[config.mk]
export PLATFORM = sky130hd
export DESIGN_NAME = button_event_gen
export DESIGN_NICKNAME = d
export VERILOG_FILES = /design/src/rtl/button_event_gen.sv
export SDC_FILE = /design/constraint.sdc
export NUM_CORES = 1
export LEC_CHECK = 0
export BUFFER_PORTS_ARGS = -buffer_cell sky130_fd_sc_hd__buf_2
export CAP_MARGIN = 20
export CORE_AREA = 2 2 137 139
export CTS_BUF_LIST = sky130_fd_sc_hd__clkbuf_2 sky130_fd_sc_hd__clkbuf_4 sky130_fd_sc_hd__clkbuf_8
export CTS_CLUSTER_DIAMETER = 40
export DETAILED_ROUTE_END_ITERATION = 8
export DIE_AREA = 0 0 139 141
export PLACE_DENSITY = 0.45
export SETUP_SLACK_MARGIN = 0.02
export SLEW_MARGIN = 15
export SYNTH_ARGS = -nofsm -noshare
export SYNTH_HDL_FRONTEND = slang
export SYNTH_SLANG_ARGS = --single-unit
[constraint.sdc]
create_clock -name clk -period 5.2 [get_ports clk]
set_input_delay 0.52 -clock clk [delete_from_list [all_inputs] [get_ports clk]]
set_output_delay 0.52 -clock clk [all_outputs]
set_load 0.02 [all_outputs]
[src/rtl/button_event_gen.sv]
// Two-channel push-button front end: synchronise, debounce, classify each press
// as short or long, and stretch the resulting event pulses for slower consumers.
module button_event_gen #(
    parameter int DEB_CYCLES  = 100000,
    parameter int LONG_CYCLES = 100000000,
    parameter int EVT_HOLD    = 1,
    parameter int CNT_W       = 27
) (
    input  logic clk,
    input  logic rst,
    input  logic btn0_raw,
    input  logic btn1_raw,
    output logic b0short,
    output logic b0long,
    output logic b1short,
    output logic b1long,
    output logic b0held,
    output logic b1held
);

    localparam int HOLD_W = $clog2(EVT_HOLD + 1);

    typedef enum logic [1:0] {
        IDLE,
        PRESS,
        LONG
    } state_t;

    logic [1:0] raw;
    logic [1:0] short_evt;
    logic [1:0] long_evt;
    logic [1:0] held;

    assign raw = {btn1_raw, btn0_raw};

    for (genvar ch = 0; ch < 2; ch++) begin : g_ch
        logic              sync1;
        logic              sync2;
        logic              deb;
        logic [CNT_W-1:0]  deb_cnt;
        logic [CNT_W-1:0]  hold_cnt;
        logic [CNT_W-1:0]  hold_cnt_next;
        state_t            state;
        state_t            state_next;
        logic              emit_short;
        logic              emit_long;
        logic [HOLD_W-1:0] short_cnt;
        logic [HOLD_W-1:0] long_cnt;

        always_ff @(posedge clk or posedge rst) begin
            if (rst) begin
                sync1 <= 1'b0;
                sync2 <= 1'b0;
            end else begin
                sync1 <= raw[ch];
                sync2 <= sync1;
            end
        end

        // Any agreement restarts the window, so only an unbroken run of
        // DEB_CYCLES disagreeing samples moves the debounced level.
        always_ff @(posedge clk or posedge rst) begin
            if (rst) begin
                deb     <= 1'b0;
                deb_cnt <= '0;
            end else if (sync2 == deb) begin
                deb_cnt <= '0;
            end else if (deb_cnt == CNT_W'(DEB_CYCLES - 1)) begin
                deb     <= sync2;
                deb_cnt <= '0;
            end else begin
                deb_cnt <= deb_cnt + CNT_W'(1);
            end
        end

        always_ff @(posedge clk or posedge rst) begin
            if (rst) begin
                state    <= IDLE;
                hold_cnt <= '0;
            end else begin
                state    <= state_next;
                hold_cnt <= hold_cnt_next;
            end
        end

        // Release is checked before the threshold so a fall on the threshold
        // cycle is still a short press.
        always_comb begin
            state_next    = state;
            hold_cnt_next = hold_cnt;
            emit_short    = 1'b0;
            emit_long     = 1'b0;
            case (state)
                IDLE: begin
                    if (deb) begin
                        state_next    = PRESS;
                        hold_cnt_next = '0;
                    end
                end
                PRESS: begin
                    if (!deb) begin
                        state_next = IDLE;
                        emit_short = 1'b1;
                    end else if (hold_cnt == CNT_W'(LONG_CYCLES - 1)) begin
                        state_next = LONG;
                        emit_long  = 1'b1;
                    end else begin
                        hold_cnt_next = hold_cnt + CNT_W'(1);
                    end
                end
                LONG: begin
                    if (!deb) begin
                        state_next = IDLE;
                    end
                end
                default: state_next = IDLE;
            endcase
        end

        // A fresh event reloads the stretch counter, restarting the pulse.
        always_ff @(posedge clk or posedge rst) begin
            if (rst) begin
                short_cnt <= '0;
                long_cnt  <= '0;
            end else begin
                if (emit_short) begin
                    short_cnt <= HOLD_W'(EVT_HOLD);
                end else if (short_cnt != '0) begin
                    short_cnt <= short_cnt - HOLD_W'(1);
                end
                if (emit_long) begin
                    long_cnt <= HOLD_W'(EVT_HOLD);
                end else if (long_cnt != '0) begin
                    long_cnt <= long_cnt - HOLD_W'(1);
                end
            end
        end

        assign short_evt[ch] = (short_cnt != '0);
        assign long_evt[ch]  = (long_cnt != '0);
        assign held[ch]      = (state == LONG);
    end

    assign b0short = short_evt[0];
    assign b1short = short_evt[1];
    assign b0long  = long_evt[0];
    assign b1long  = long_evt[1];
    assign b0held  = held[0];
    assign b1held  = held[1];

endmodule

# Word level (Yosys, flattened, before mapping)
# Cells that the tools add are included.
[word_totals]
word_cells = 96
ff_bits = 122
in_bits = 4
[op_classes]
reduce_logical = 10
n_mux = 40
n_eq_ne = 20
n_bitwise = 2
addsub = 8
[op_table]
columns = ["cell", "n"]
rows = [
  ["$mux W27", 10],
  ["$add A27 B1 Y27 const B", 4],
  ["$pmux W27 S2", 2],
  ["$eq A27 B17 Y1 const B", 2],
  ["$eq A27 B27 Y1 const B", 2],
  ["$mux W1", 18],
  ["$mux W2", 8],
  ["$ne A2 B2 Y1 const B", 8],
  ["$pmux W2 S3", 2],
  ["$reduce_and A4 Y1", 2],
  ["$ne A3 B3 Y1 const B", 2],
  ["$reduce_and A3 Y1", 2],
  ["$eq A2 B1 Y1 const B", 2],
  ["$eq A2 B2 Y1 const B", 2],
  ["$logic_not A2 Y1", 2],
  ["$reduce_and A2 Y1", 2],
  ["$reduce_bool A2 Y1", 2],
  ["$sub A1 B1 Y1 const B", 4],
  ["$eq A1 B1 Y1", 2],
  ["$not A1 Y1", 2],
]

# Depth between registers and ports, before layout
[logic_depth]
word_depth = 5
depth_mapped = 8
depth_no_buf = 6

# Least setup slack after synthesis
# No wires, ideal clock.
[synth_timing]
path_kind = "flip-flop to flip-flop"
from = "register g_ch[1].state[1]"
to = "register g_ch[1].hold_cnt[21]"
setup_time_ps = 132
stages_incl_launch_ff = 8
arrival_time_ps = 1711
n_path_buf = 2
synth_period_minus_slack_ps = 1843
setup_slack_ps = 3357
cell_sequence = "dfrtp_1 -> nand2b_1 -> clkbuf_2 -> or3_1 -> buf_2 -> nor4_1 -> xnor2_1 -> nor2_1"
[synth_between]
elab_chain_cells = 3
word_cells_on_any_way = 8
classes_between = "4 x eq/ne; 1 x mux; 3 x reduce/logical"
[synth_lines]
columns = ["element", "line_no", "rtl"]
rows = [
  ["start: declaration", "43", "state_t state;"],
  ["start signal: assignment", "81", "state <= state_next;"],
  ["$eq A2 B1 Y1 / $logic_not A2 Y1 (equally long branches)", "93", "case (state)"],
  ["$ne A2 B2 Y1 (no source line) / $reduce_bool A2 Y1 (equally long branches)", "--", ""],
  ["$reduce_and A4 Y1 (no source line)", "--", ""],
  ["end signal: assignment", "82", "hold_cnt <= hold_cnt_next;"],
  ["end: declaration", "41", "logic [CNT_W-1:0] hold_cnt;"],
]
# Several ways; a longest one is shown, not always the timed one.
# A chain may end at the register's enable or synchronous reset.

# Worst setup path after layout
[layout_timing]
from = "register g_ch[1].hold_cnt[17]"
to = "register g_ch[1].hold_cnt[1]"
[layout_between]
elab_chain_cells = 3
[layout_lines]
columns = ["element", "line_no", "rtl"]
rows = [
  ["$eq A27 B27 Y1", "104", "end else if (hold_cnt == CNT_W'(LONG_CYCLES - 1)) begin"],
  ["$ne A2 B2 Y1 (no source line)", "--", ""],
  ["$reduce_and A4 Y1 (no source line)", "--", ""],
]
# Every way passes these cells.

==> impl_metrics.py <==
metrics = {
    "run_status": {
        "status": "complete, no violations",
    },
    "yosys": {
        "postSynthCellCount": 631,
        "netlist_area_um2": 6060,
        "ys.flop_type": "sky130_fd_sc_hd__dfrtp_1",
        "postSynth.asyncResetShare_pct": 100,
        "synth_fp_nets": 639,
        "syn_avg_cell_area_um2": 9.61,
        "synth.distinct_cells": 48,
        "synth.yosys.seq_area_share_pct": 50.4,
        "postSynthRegisterBits": 122,
        "synth-edff-count": 0,
        "synth_warnings": 0,
    },
    "clocking": {
        "clock-sinks": 122,
        "postCtsResizedCells": 0,
        "cts_max_level": 4,
        "clock_latency_on_the_worst_skew_pair_ns": 0.44,
        "clk_pin_slew_ns": 0.07,
        "tritoncts": "yes",
        "root_buffer": "sky130_fd_sc_hd__clkbuf_8",
        "postCtsSetupRepairBufs": 0,
        "cts_buffers": 17,
        "max-clock-path-buffers": 2,
        "cts_hold_repair.buffers": 0,
    },
    "setup_path": {
        "data_arrival_time_of_the_critical_path_ns": 2.65,
        "worst_setup_path_end_kind": "flip-flop",
        "timing.critical_path.slowest_cell_delay_ns": 0.81,
        "cp_max_fo": 5,
        "critPathMostFrequentCell": "sky130_fd_sc_hd__nor4_1",
        "timing.critical_path.required_ns": 5.52,
        "setup.worst_path.start_class": "flip-flop",
        "critical_path.slowest_cell": "sky130_fd_sc_hd__nor4_1",
        "crit_path_cell_trace": "nor4_1 -> nand4_1 -> nor4_1 -> nor2_1 -> mux2_2",
        "critical_path_class": "reg -> reg",
    },
    "routing": {
        "dr_total_vias": 4602,
        "detail_route.wl_per_cell_um": 14.3,
        "avgViaCountPerCell": 5.19,
        "routed_wirelength_um": 12700,
        "antenna_viol_nets_final": 0,
        "drt_first_pass_iters": 4,
        "drc": 0,
        "detailedRoute.firstIterationViolations": 314,
    },
    "global_route": {
        "first_global_vias": 4508,
        "antenna_violations_before_repair": 0,
        "global_route_usage_sum_pct": 13.8,
        "grt_start_max_net_pins": 81,
        "global_route.overflow_total": 0,
        "grt_first_pass_wirelength_um": 22100,
    },
    "layout": {
        "most_common_cell_after_layout_fill_and_taps_aside": "sky130_fd_sc_hd__dfrtp_1",
        "mostFrequentLayoutCells": "sky130_fd_sc_hd__dfrtp_1 (122), sky130_fd_sc_hd__nor2_1 (98), sky130_fd_sc_hd__nand2_1 (44)",
        "flow.area_growth_from_synthesis_pct": 10.7,
        "finish.net_count": 649,
        "drive_above_1_share_pct": 9.04,
        "instances_no_fill": 887,
        "insertedDiodeCount": 0,
    },
    "sta": {
        "finalHoldViolCount": 0,
        "tightest_slew_ns": 1.03,
        "timing.clock.skew_ns": 0.00810,
        "slew_headroom_pct": 31.1,
        "min_period_ns": 2.33,
        "layout_worst_path_cycle_share_pct": 44.7,
        "setup-violations-final": 0,
        "max_freq_mhz": 430,
        "worst_slack_ns": 2.87,
        "rsz0062_at_grt": "no",
        "maxSlewViolCount": 0,
        "fin_tns_setup_ns": 0,
    },
    "job": {
        "maxCapViolations": 0,
    },
    "placed_design": {
        "buffer_ports.inserted": 9,
        "gp_congestion": 0.782,
        "detail_placement_hpwl_um": 8290,
        "place_inst": 855,
        "placement.setup.worst_slack_ns": 2.92,
    },
    "power_and_ir_drop": {
        "leakage_power_nw": 2.87,
        "cellPowerDensity_nw_per_um2": 269,
        "ir_worst_vdd_v": 0.000145,
    },
    "die": {
        "pin_count": 10,
        "area_of_the_die_um2": 19600,
        "die_w_um": 139,
        "floorplan.initialDensity_pct": 33.2,
        "die-height_um": 141,
        "num_rows": 50,
        "floorplan.core_area_um2": 18300,
    },
    "min_path": {
        "min_path_type": "in -> async",
    },
}
state kept, by name, indices dropped and copies added, names as in the netlist, 2 cells and up:
| signal | cells |
|---|---|
| g_ch.deb | 2 |
| g_ch.deb_cnt | 54 |
| g_ch.hold_cnt | 54 |
| g_ch.state | 4 |
| g_ch.sync1 | 2 |
| g_ch.sync2 | 2 |
cells by family (layout without fill, tap and decap cells):
family | after synthesis | after routing | share of synthesized area [%]
mux | 6 | 6 | 1.11
simple gates | 329 | 329 | 28.3
buf+inv | 36 | 58 | 2.70
xor+xnor | 74 | 74 | 10.7
compound gates | 60 | 60 | 6.03
fa+ha+maj | 4 | 4 | 0.825
flops | 122 | 122 | 50.4
critical path, delay by kind of cell (launching register included):
family           cells  cell delay (ns)
DFF                  1             0.44
muxes                1             0.32
and+or+nand+nor      4             1.45
worst paths after layout:
path / cells after the start / endpoint / slack, ns / start
worst max-delay path: 5 / g_ch[1].hold_cnt[1] / 2.87 / g_ch[1].hold_cnt[17]
worst min-delay path: 2 / g_ch[0].deb_cnt[3] / 0.03 / rst
worst max register to register: 5 / g_ch[1].hold_cnt[1] / 2.87 / g_ch[1].hold_cnt[17]
worst min register to register: 0 / g_ch[1].sync2 / 0.36 / g_ch[1].sync1
max in group asynchronous: 4 / g_ch[1].hold_cnt[7] / 3.93 / rst
min in group clk: 1 / g_ch[0].sync1 / 0.19 / btn0_raw
report_power, final:
group | total, mW | switching, mW | internal [mW]
logic | 0.0380 | 0.0296 | 0.00841
clock network | 0.806 | 0.374 | 0.432
registers | 0.959 | 0.00498 | 0.954
metal layers:
| metal | vias to the layer above | track usage, % | wire [um] |
|---|---|---|---|
| li1 | 2261 | - | - |
| met1 | 2275 | 18.1 | 6260 |
| met2 | 55 | 22.0 | 5870 |
| met3 | 11 | 3.77 | 398 |
| met4 | 0 | 5.10 | 149 |
| met5 | - | 0 | 0 |
through the flow:
stage                     hold slack, ns  area [um2]  utilization [%]  power [mW]
after global routing              0.0234        6710             36.7        1.89
after global placement             0.342        6310             34.5        1.01
after floorplan                    0.331        6060                -        1.00
after CTS                          0.153        6680             36.6        1.84
after detailed placement           0.342        6310             34.5        1.01
final                             0.0328        6710             36.7        1.80
Yosys cell counts, types with 3 or more instances:
cell	instances	area share, %
sky130_fd_sc_hd__and4_1	9	1.3
sky130_fd_sc_hd__and3_1	14	1.4
sky130_fd_sc_hd__xor2_1	42	6.1
sky130_fd_sc_hd__nand4_1	36	3.7
sky130_fd_sc_hd__and2_1	3	0.31
sky130_fd_sc_hd__buf_2	7	0.58
sky130_fd_sc_hd__o21ai_0	19	1.6
sky130_fd_sc_hd__nor2_1	98	6.1
sky130_fd_sc_hd__nor3_1	27	2.2
sky130_fd_sc_hd__o31ai_1	6	0.74
sky130_fd_sc_hd__a21oi_1	19	1.6
sky130_fd_sc_hd__mux2_2	6	1.1
sky130_fd_sc_hd__nor4_1	24	2.5
sky130_fd_sc_hd__nand2_1	44	2.7
sky130_fd_sc_hd__or3_1	12	1.2
sky130_fd_sc_hd__dfrtp_1	122	50
sky130_fd_sc_hd__xnor2_1	32	4.6
sky130_fd_sc_hd__inv_1	15	0.93
sky130_fd_sc_hd__nor2b_1	7	0.72
sky130_fd_sc_hd__a41oi_1	3	0.43
sky130_fd_sc_hd__clkbuf_1	9	0.56
sky130_fd_sc_hd__ha_1	4	0.83
sky130_fd_sc_hd__nand3_1	38	3.1
sky130_fd_sc_hd__o211ai_1	3	0.37
area by class of cell:
| type | count | area, um2 |
|---|---|---|
| tap | 234 | 293 |
| timing repair buffer | 12 | 87.6 |
| sequential | 122 | 3050 |
| clock inverter | 7 | 67.6 |
| multi-input combinational | 473 | 2850 |
| fill | 1860 | 11600 |
| inverter | 15 | 58.8 |
| clock buffer | 24 | 305 |
(Power assumes the default switching activity.)
